File: src/rtl/arb_requester.sv
// Queued memory requester: buffers client commands, requests an arbiter
// grant per command and keeps one memory transaction in flight at a time.
module arb_requester #(
  parameter int ADDR_WIDTH = 8,
  parameter int DATA_WIDTH = 16,
  parameter int FIFO_DEPTH = 4,
  parameter int TIMEOUT    = 15
) (
  input  logic                  clk,
  input  logic                  rst,
  input  logic                  i_cmd_valid,
  input  logic                  i_cmd_write,
  input  logic [ADDR_WIDTH-1:0] i_cmd_addr,
  input  logic [DATA_WIDTH-1:0] i_cmd_wdata,
  output logic                  o_cmd_ready,
  output logic                  o_request,
  input  logic                  i_grant,
  output logic                  o_mem_valid,
  output logic                  o_mem_write,
  output logic [ADDR_WIDTH-1:0] o_mem_addr,
  output logic [DATA_WIDTH-1:0] o_mem_wdata,
  input  logic                  i_mem_ready,
  input  logic                  i_mem_rvalid,
  input  logic [DATA_WIDTH-1:0] i_mem_rdata,
  output logic                  o_rsp_valid,
  output logic [DATA_WIDTH-1:0] o_rsp_data,
  output logic                  o_error,
  output logic                  o_busy
);

  localparam int PW = (FIFO_DEPTH > 1) ? $clog2(FIFO_DEPTH) : 1;
  localparam int CW = $clog2(FIFO_DEPTH + 1);
  localparam int TW = $clog2(TIMEOUT + 1);

  localparam logic [CW-1:0] FULL_CNT  = CW'(FIFO_DEPTH);
  localparam logic [CW-1:0] ONE_CNT   = CW'(1);
  localparam logic [PW-1:0] ONE_PTR   = PW'(1);
  localparam logic [TW-1:0] WAIT_LAST = TW'(TIMEOUT - 1);
  localparam logic [TW-1:0] WAIT_MAX  = TW'(TIMEOUT);
  localparam logic [TW-1:0] ONE_WAIT  = TW'(1);

  typedef struct packed {
    logic                  write;
    logic [ADDR_WIDTH-1:0] addr;
    logic [DATA_WIDTH-1:0] wdata;
  } cmd_t;

  typedef enum logic [1:0] {
    IDLE,
    REQ,
    ISSUE,
    WAIT_RSP
  } state_e;

  state_e          state_q, state_d;
  logic [PW-1:0]   wr_ptr_q, wr_ptr_d;
  logic [PW-1:0]   rd_ptr_q, rd_ptr_d;
  logic [CW-1:0]   count_q, count_d;
  logic [TW-1:0]   wait_q, wait_d;
  cmd_t            fifo_q [FIFO_DEPTH];

  logic            cmd_ready_q, cmd_ready_d;
  logic            request_q, request_d;
  logic            mem_valid_q, mem_valid_d;
  cmd_t            mem_cmd_q, mem_cmd_d;
  logic            rsp_valid_q, rsp_valid_d;
  logic [DATA_WIDTH-1:0] rsp_data_q, rsp_data_d;
  logic            error_q, error_d;
  logic            busy_q, busy_d;

  cmd_t            head;
  cmd_t            cmd_in;
  logic            push;
  logic            pop;
  logic            more;
  state_e          after_pop;

  always_comb begin
    cmd_in = '{
      write: i_cmd_write,
      addr:  i_cmd_addr,
      wdata: i_cmd_wdata
    };
    head = fifo_q[rd_ptr_q];
    push = i_cmd_valid && cmd_ready_q;
    // a same-cycle push is not counted; IDLE picks it up next cycle
    more = count_q > ONE_CNT;
    after_pop = more ? REQ : IDLE;
  end

  always_comb begin
    state_d     = state_q;
    wait_d      = wait_q;
    pop         = 1'b0;
    rsp_valid_d = 1'b0;
    rsp_data_d  = rsp_data_q;
    error_d     = 1'b0;
    unique case (state_q)
      IDLE: begin
        if (count_q != '0)
          state_d = REQ;
      end
      REQ: begin
        if (i_grant)
          state_d = ISSUE;
      end
      ISSUE: begin
        if (i_mem_ready) begin
          if (head.write) begin
            pop     = 1'b1;
            state_d = after_pop;
          end else begin
            state_d = WAIT_RSP;
            wait_d  = '0;
          end
        end
      end
      WAIT_RSP: begin
        if (i_mem_rvalid) begin
          pop         = 1'b1;
          rsp_valid_d = 1'b1;
          rsp_data_d  = i_mem_rdata;
          state_d     = after_pop;
        end else begin
          if (wait_q != WAIT_MAX)
            wait_d = wait_q + ONE_WAIT;
          if (wait_q == WAIT_LAST) begin
            pop     = 1'b1;
            error_d = 1'b1;
            state_d = after_pop;
          end
        end
      end
      default: state_d = IDLE;
    endcase
  end

  always_comb begin
    wr_ptr_d = push ? wr_ptr_q + ONE_PTR : wr_ptr_q;
    rd_ptr_d = pop  ? rd_ptr_q + ONE_PTR : rd_ptr_q;
    unique case ({push, pop})
      2'b10:   count_d = count_q + ONE_CNT;
      2'b01:   count_d = count_q - ONE_CNT;
      default: count_d = count_q;
    endcase
  end

  always_comb begin
    cmd_ready_d = count_d != FULL_CNT;
    request_d   = state_d == REQ;
    mem_valid_d = state_d == ISSUE;
    mem_cmd_d   = (state_d == ISSUE) ? head : '0;
    busy_d      = (state_d != IDLE) || (count_d != '0);
  end

  always_ff @(posedge clk) begin
    if (rst) begin
      state_q     <= IDLE;
      wr_ptr_q    <= '0;
      rd_ptr_q    <= '0;
      count_q     <= '0;
      wait_q      <= '0;
      cmd_ready_q <= 1'b0;
      request_q   <= 1'b0;
      mem_valid_q <= 1'b0;
      mem_cmd_q   <= '0;
      rsp_valid_q <= 1'b0;
      rsp_data_q  <= '0;
      error_q     <= 1'b0;
      busy_q      <= 1'b0;
    end else begin
      state_q     <= state_d;
      wr_ptr_q    <= wr_ptr_d;
      rd_ptr_q    <= rd_ptr_d;
      count_q     <= count_d;
      wait_q      <= wait_d;
      cmd_ready_q <= cmd_ready_d;
      request_q   <= request_d;
      mem_valid_q <= mem_valid_d;
      mem_cmd_q   <= mem_cmd_d;
      rsp_valid_q <= rsp_valid_d;
      rsp_data_q  <= rsp_data_d;
      error_q     <= error_d;
      busy_q      <= busy_d;
    end
  end

  always_ff @(posedge clk) begin
    if (!rst && push)
      fifo_q[wr_ptr_q] <= cmd_in;
  end

  assign o_cmd_ready = cmd_ready_q;
  assign o_request   = request_q;
  assign o_mem_valid = mem_valid_q;
  assign o_mem_write = mem_cmd_q.write;
  assign o_mem_addr  = mem_cmd_q.addr;
  assign o_mem_wdata = mem_cmd_q.wdata;
  assign o_rsp_valid = rsp_valid_q;
  assign o_rsp_data  = rsp_data_q;
  assign o_error     = error_q;
  assign o_busy      = busy_q;

endmodule

File: config.mk
export PLATFORM = sky130hd
export DESIGN_NAME = arb_requester
export DESIGN_NICKNAME = d
export VERILOG_FILES = /design/src/rtl/arb_requester.sv
export SDC_FILE = /design/constraint.sdc
export NUM_CORES = 1
export LEC_CHECK = 0
export CELL_PAD_IN_SITES_DETAIL_PLACEMENT = 1
export CELL_PAD_IN_SITES_GLOBAL_PLACEMENT = 1
export CORE_ASPECT_RATIO = 0.9
export CORE_MARGIN = 4
export CORE_UTILIZATION = 48
export DETAILED_ROUTE_END_ITERATION = 8
export HOLD_SLACK_MARGIN = 0.05
export PLACE_DENSITY = 0.94
export RECOVER_POWER = 25
export SYNTH_ARGS = -nofsm -noshare
export SYNTH_HDL_FRONTEND = slang
export SYNTH_SLANG_ARGS = --single-unit
File: constraint.sdc
create_clock -name clk -period 7.7 [get_ports clk]
set_clock_uncertainty 0.05 [all_clocks]
set_input_delay 1.54 -clock clk [delete_from_list [all_inputs] [get_ports clk]]
set_output_delay 1.54 -clock clk [all_outputs]
set_load 0.02 [all_outputs]
[Yosys cells after proc, flatten, opt, wreduce, memory -nomap -nowiden]
Memory sizes are Yosys's and may differ from the RTL's. A register that Yosys moved wholly into a read port is not among the register bits.
Cells that the tools add are included.
Word-level totals
  register bits: 60
  memory bits (writable): 100
  bits of input ports: 47
  memories kept: 1
Cells by class
  $add $sub $neg: 5
  $lt $le $gt $ge: 1
  equal/unequal tests: 14
  muxes and demuxes: 24
  bitwise operators: 2
  reduce and logical (&&, ||, !) cells: 14
Memories
  fifo_q: words 4, bits a word 25, read ports 1, clocked after Yosys merged registers in 1, write ports 1, line 60  | cmd_t fifo_q [FIFO_DEPTH];
Operator list (count)
  2-bit two-way mux: 8
  4-bit two-way mux: 4
  2-bit equality test, second input constant: 4
  1-bit two-way mux: 8
  2-bit != test, second input constant: 4
  2-bit case mux with 4 select lines: 1
  4-bit case mux with 2 select lines: 1
  2-bit by 1-bit equality test with 1-bit output, second input constant: 3
  3-bit case mux with 2 select lines: 1
  3-bit nonzero test: 2
  5-bit AND reduction: 1
  2-bit by 1-bit adder with 2-bit output, second input constant: 2
  4-bit by 1-bit adder with 4-bit output, second input constant: 1
  4-bit equality test, second input constant: 1
  4-bit != test, second input constant: 1
  2-bit nonzero test: 2
  2-bit OR reduction: 2
  3-bit by 1-bit adder with 3-bit output, second input constant: 1
  3-bit by 1-bit > comparator with 1-bit output, second input constant: 1
  3-bit != test, second input constant: 1
  3-bit OR reduction: 1
  3-bit by 1-bit subtractor with 3-bit output, second input constant: 1
  1-bit logical AND: 2
  2-bit logical NOT: 1
  other kinds (5): 6

[Depth between registers and ports, before layout]
  depth in word-level cells: 8
  mapped depth: 9

[Worst setup path before layout]
OpenSTA, ideal clock, no wires.
  path kind: input -> register
  start point: in i_cmd_valid
  end point: mem fifo_q[1][0] in the netlist's numbering, enable pin
  data arrival time: 3.789 ns
  required time: 7.206 ns
  path slack: 3.418 ns
  stages: 3
  cell sequence: nand2_1 buf_1 nor3b_1
On the way
  word-level cells in the longest chain between the ends: 4
RTL lines
  from (decl): line 11  | input logic i_cmd_valid,
  1-bit logical AND: line 85  | push = i_cmd_valid && cmd_ready_q;
  1-bit logical AND: line 189  | if (!rst && push)
  1-bit two-way mux: line 189
  1-bit two-way mux (not written as such): line 190  | fifo_q[wr_ptr_q] <= cmd_in;
  to (decl): line 60
Every way passes these cells.

[Final worst setup path]
  start point: in i_mem_rvalid
  end point: reg mem_cmd_q (netlist bit o_mem_wdata[4])
On the way
  word-level cells in the longest chain between the ends: 5
RTL lines
  from (decl): line 23  | input logic i_mem_rvalid,
  2-bit two-way mux: line 119  | if (i_mem_rvalid) begin
  2-bit case mux with 4 select lines: line 98  | unique case (state_q)
  2-bit equality test: line 152  | mem_cmd_d = (state_d == ISSUE) ? head : '0;
  1-bit NOT (no source line)
  2-bit OR reduction (no source line)
  to (signal assigned): line 180  | mem_cmd_q <= mem_cmd_d;
  to (decl): line 65  | cmd_t mem_cmd_q, mem_cmd_d;
Every way passes these cells.
A chain may end at the register's enable or synchronous reset.

==> flow_summary_export.csv <==
group,metric,value,unit
setup_path,path_class,"in2reg",
sta,hold_viol,0,
power_and_ir_drop,power.total,1.94,mW
detailed_routing,avgViaCountPerCell,5.29,
setup_path,cp.arrival,3860,ps
die,placementRows,38,
power_and_ir_drop,power_switching,0.470,mW
cts,worstSkewPairLatency,420,ps
cts,clkSlewWorstSetupHoldPaths,60,ps
placed_design,dpl.hpwl,8.59,mm
sta,max-slew-margin-rel,38.0,%
synthesis,synthTopCellsByArea,"edfxtp_1 (50%), dfxtp_1 (21%), mux4_2 (8.6%), nand2_1 (2.5%), nor2b_2 (2.2%)",
cells_and_area,syn_to_final_growth,27.0,%
power_and_ir_drop,power_frac_seq,50.5,%
sta,setup_ws,4150,ps
synthesis,synth_area_leader_cell,"edfxtp_1",
cts,ctsResizeCount,0,
detailed_routing,drt-total-wl,12.8,mm
setup_path,worstPathRequired,8010,ps
setup_path,crit_start,"i_mem_rvalid",
setup_path,path_max_fanout,26,
cts,clock_sinks,162,
synthesis,avgSynthCellArea,15.9,µm²
placed_design,io_buffers,93,
synthesis,synth_top_family_by_area,"simple AND/OR/NAND/NOR gates",
cells_and_area,layout_commonest_cell,"edfxtp_1",
detailed_routing,antenna_left,0,
cts,cts-htree-levels,4,
cts,clockRootBuffer,"clkbuf_16",
sta,max_slew.worst_pin.slew,930,ps
power_and_ir_drop,leakage,2.56,nW
outcome,status,"complete, no violations",
synthesis,muxShareOfSynthArea,9.85,%
sta,setup_tns,0,ps
power_and_ir_drop,power_frac_comb,10.5,%
global_routing,grt_pass1_vias,3896,
cells_and_area,fin_nets,533,
synthesis,synth_edf_count,100,
cells_and_area,fill_cells,1152,
global_routing,grt_max_degree,41,
synthesis,synth_ff_type,"edfxtp_1",
setup_path,r2r_slack,4380,ps
synthesis,synth_seq_cells,162,
cts,hold_buffers,0,
synthesis,yosysWarnings,0,
detailed_routing,remaining_drc_errors,0,
synthesis,synth_cell_type_count,47,
setup_path,critPathCaptureType,"flip-flop",
worst_hold_path,min-delay-start,"o_rsp_data[6]",
detailed_routing,drtPass1Iterations,4,
synthesis,seq_area_frac_synth,70.7,%
die,die_x,126,µm
synthesis,synth_compound_area_share,3.81,%
setup_path,slowest_delay,840,ps
cells_and_area,drive_gt1_share,18.2,%
die,start_util,49.3,%
synthesis,synth_top_area_share,50.0,%
synthesis,syn_nets,434,
setup_path,crit_cells,6,
worst_hold_path,hold_path.class,"reg2reg",
setup_path,cpLargestDelayFamily,"simple AND/OR/NAND/NOR gates",
power_and_ir_drop,pwr_density_cell,254,nW/µm²
power_and_ir_drop,switching_share,24.3,%
setup_path,crit_slowest_cell,"or3b_2",
cts,cts_tree,"yes",
power_and_ir_drop,peakVddDrop,166,µV
die,dieArea,14400,µm²
synthesis,synth_fa_ha_area_share,2.27,%
detailed_routing,routed-via-count,3430,
flow_run,max_cap_violations,0,
sta,rsz0062_at_grt,"false",
synthesis,synthSimpleGateAreaFrac,10.0,%
sta,slew_viol_final,0,
synthesis,async_flop_share,0,%
global_routing,grt_pass1_wl,21.0,mm
cts,cts_made_buffers,17,
synthesis,syn_inst,377,
setup_path,path_cells,"clkdlybuf4s50_1 > a31o_2 > nand4_1 > a31oi_1 > or3b_2 > and2b_1",
setup_path,regToRegEndpoint,"o_mem_wdata[4]",
cells_and_area,antennaDiodeCount,0,
detailed_routing,drt_iter0_drc,271,
setup_path,r2r_cells,5,
global_routing,grt_use_total,19.2,%
synthesis,synth_area,6010,µm²
detailed_routing,wl_per_cell,19.7,µm
global_routing,antenna_found_initial,0,
placed_design,gp_congestion,0.799,
power_and_ir_drop,power_frac_clock,39.0,%
die,ios,94,
setup_path,path_buf_inv,1,
power_and_ir_drop,internal-power,1.47,mW
placed_design,dp_slack,3730,ps
synthesis,synth-xor-area-share,1.00,%
cells_and_area,layout_common_cells,"edfxtp_1 (100), clkdlybuf4s50_1 (73), dfxtp_1 (61)",
setup_path,crit_end,"o_mem_wdata[4]",
sta,fmax,282,MHz
die,core_area,12200,µm²
sta,setup_viol,0,
setup_path,cp-start-kind,"input port",
sta,min_period_over_period,46.1,%
die,fp.dieH,114,µm
sta,layout_min_cycle_time,3550,ps
cts,post_cts_buffers,0,
global_routing,grt_overflow_total,0,
cts,clock_tree.buffer_depth,2,
-- routing by layer --
| layer | global-route usage (%) | vias to the layer above | wire length [µm] |
|---|---|---|---|
| met2 | 33.2 | 105 | 6630 |
| met3 | 6.90 | 16 | 849 |
| met5 | 0 | - | 0 |
| li1 | - | 1585 | - |
| met4 | 6.00 | 0 | 140 |
| met1 | 22.6 | 1724 | 5180 |
-- layout make-up --
cell class,instances,area (µm²),share of cell area [%]
Clock buffer,18,429,5.62
Clock inverter,14,106,1.39
Inverter,9,33.8,0.443
Multi-Input combinational cell,187,1640,21.5
Sequential cell,162,4250,55.6
Tap cell,160,200,2.62
Timing Repair Buffer,99,976,12.8
-- stage by stage --
| step | utilization (%) | hold WS, ps | area [µm²] | std cells |
|---|---|---|---|---|
| 3_5_place_dp | 58.3 | 401 | 7090 | 617 |
| 2_1_floorplan | - | 405 | 6010 | 377 |
| 4_1_cts | 62.7 | 408 | 7630 | 649 |
| 3_3_place_gp | 58.3 | 391 | 7090 | 617 |
| 6_report | 62.7 | 404 | 7630 | 649 |
| 5_1_grt | 62.7 | 439 | 7630 | 649 |
-- worst register-to-register path, stage by stage, from the launching register on --
cell	delay, ps
dfxtp_2	940
mux4_2	700
a311oi_1	310
a31oi_1	110
or3b_2	810
and2b_1	290
-- power groups by stage --
stage / Combinational, mW / Clock [mW] / Sequential, mW
CTS: 0.209 / 0.776 / 0.979
detailed placement: 0.205 / 0 / 0.997
floorplan: 0.103 / 0 / 1.01
global placement: 0.193 / 0 / 0.994
global route: 0.220 / 0.818 / 0.983
finish: 0.204 / 0.755 / 0.978
-- cells by family (layout without fill, tap and decap cells) --
kind of cell	Yosys count	count (layout)
flops	162	162
simple gates	105	105
compound gates	38	38
buf+inv	28	140
mux	27	27
fa+ha+maj	11	11
xor+xnor	6	6
-- registers in the layout, summed over array words and instances (netlist names), named ones only --
signal       flops
fifo_q         100
o_mem_write      1
o_request        1
o_mem_wdata     16
o_mem_addr       8
count_q          3
o_cmd_ready      1
o_mem_valid      1
o_busy           1
state_q          2
o_error          1
o_rsp_valid      1
o_rsp_data      16
wr_ptr_q         2
rd_ptr_q         2
wait_q           4
-- worst min path at each step --
| stage | endpoint | slack (ps) | depth (start not counted) |
|---|---|---|---|
| 3_5_place_dp | o_rsp_data[6] | 400 | 2 |
| 2_1_floorplan | o_error | 400 | 2 |
| 3_3_place_gp | o_rsp_data[4] | 390 | 2 |
| 5_1_grt | o_rsp_data[12] | 440 | 2 |
| 4_1_cts | o_rsp_data[6] | 410 | 2 |
| 6_report | o_rsp_data[6] | 400 | 2 |
-- cells in the mapped netlist, types with 2 or more instances --
cell type and number:
edfxtp_1 100, dfxtp_1 62, nand2_1 40, a21oi_1 23, mux4_2 23, nor2b_2 15
nor2_1 14, clkbuf_1 11, ha_1 10, inv_1 9, and2b_1 6, nand3_1 5
nor3b_1 5, nor2b_4 4, xnor2_1 4, and2_1 3, buf_2 3, buf_6 3
o21ai_0 3, and3_1 2, mux4_1 2, nand2b_1 2, nand4_1 2, nor2b_1 2
or4_1 2
Note: power is estimated with default switching activity, not from simulation.
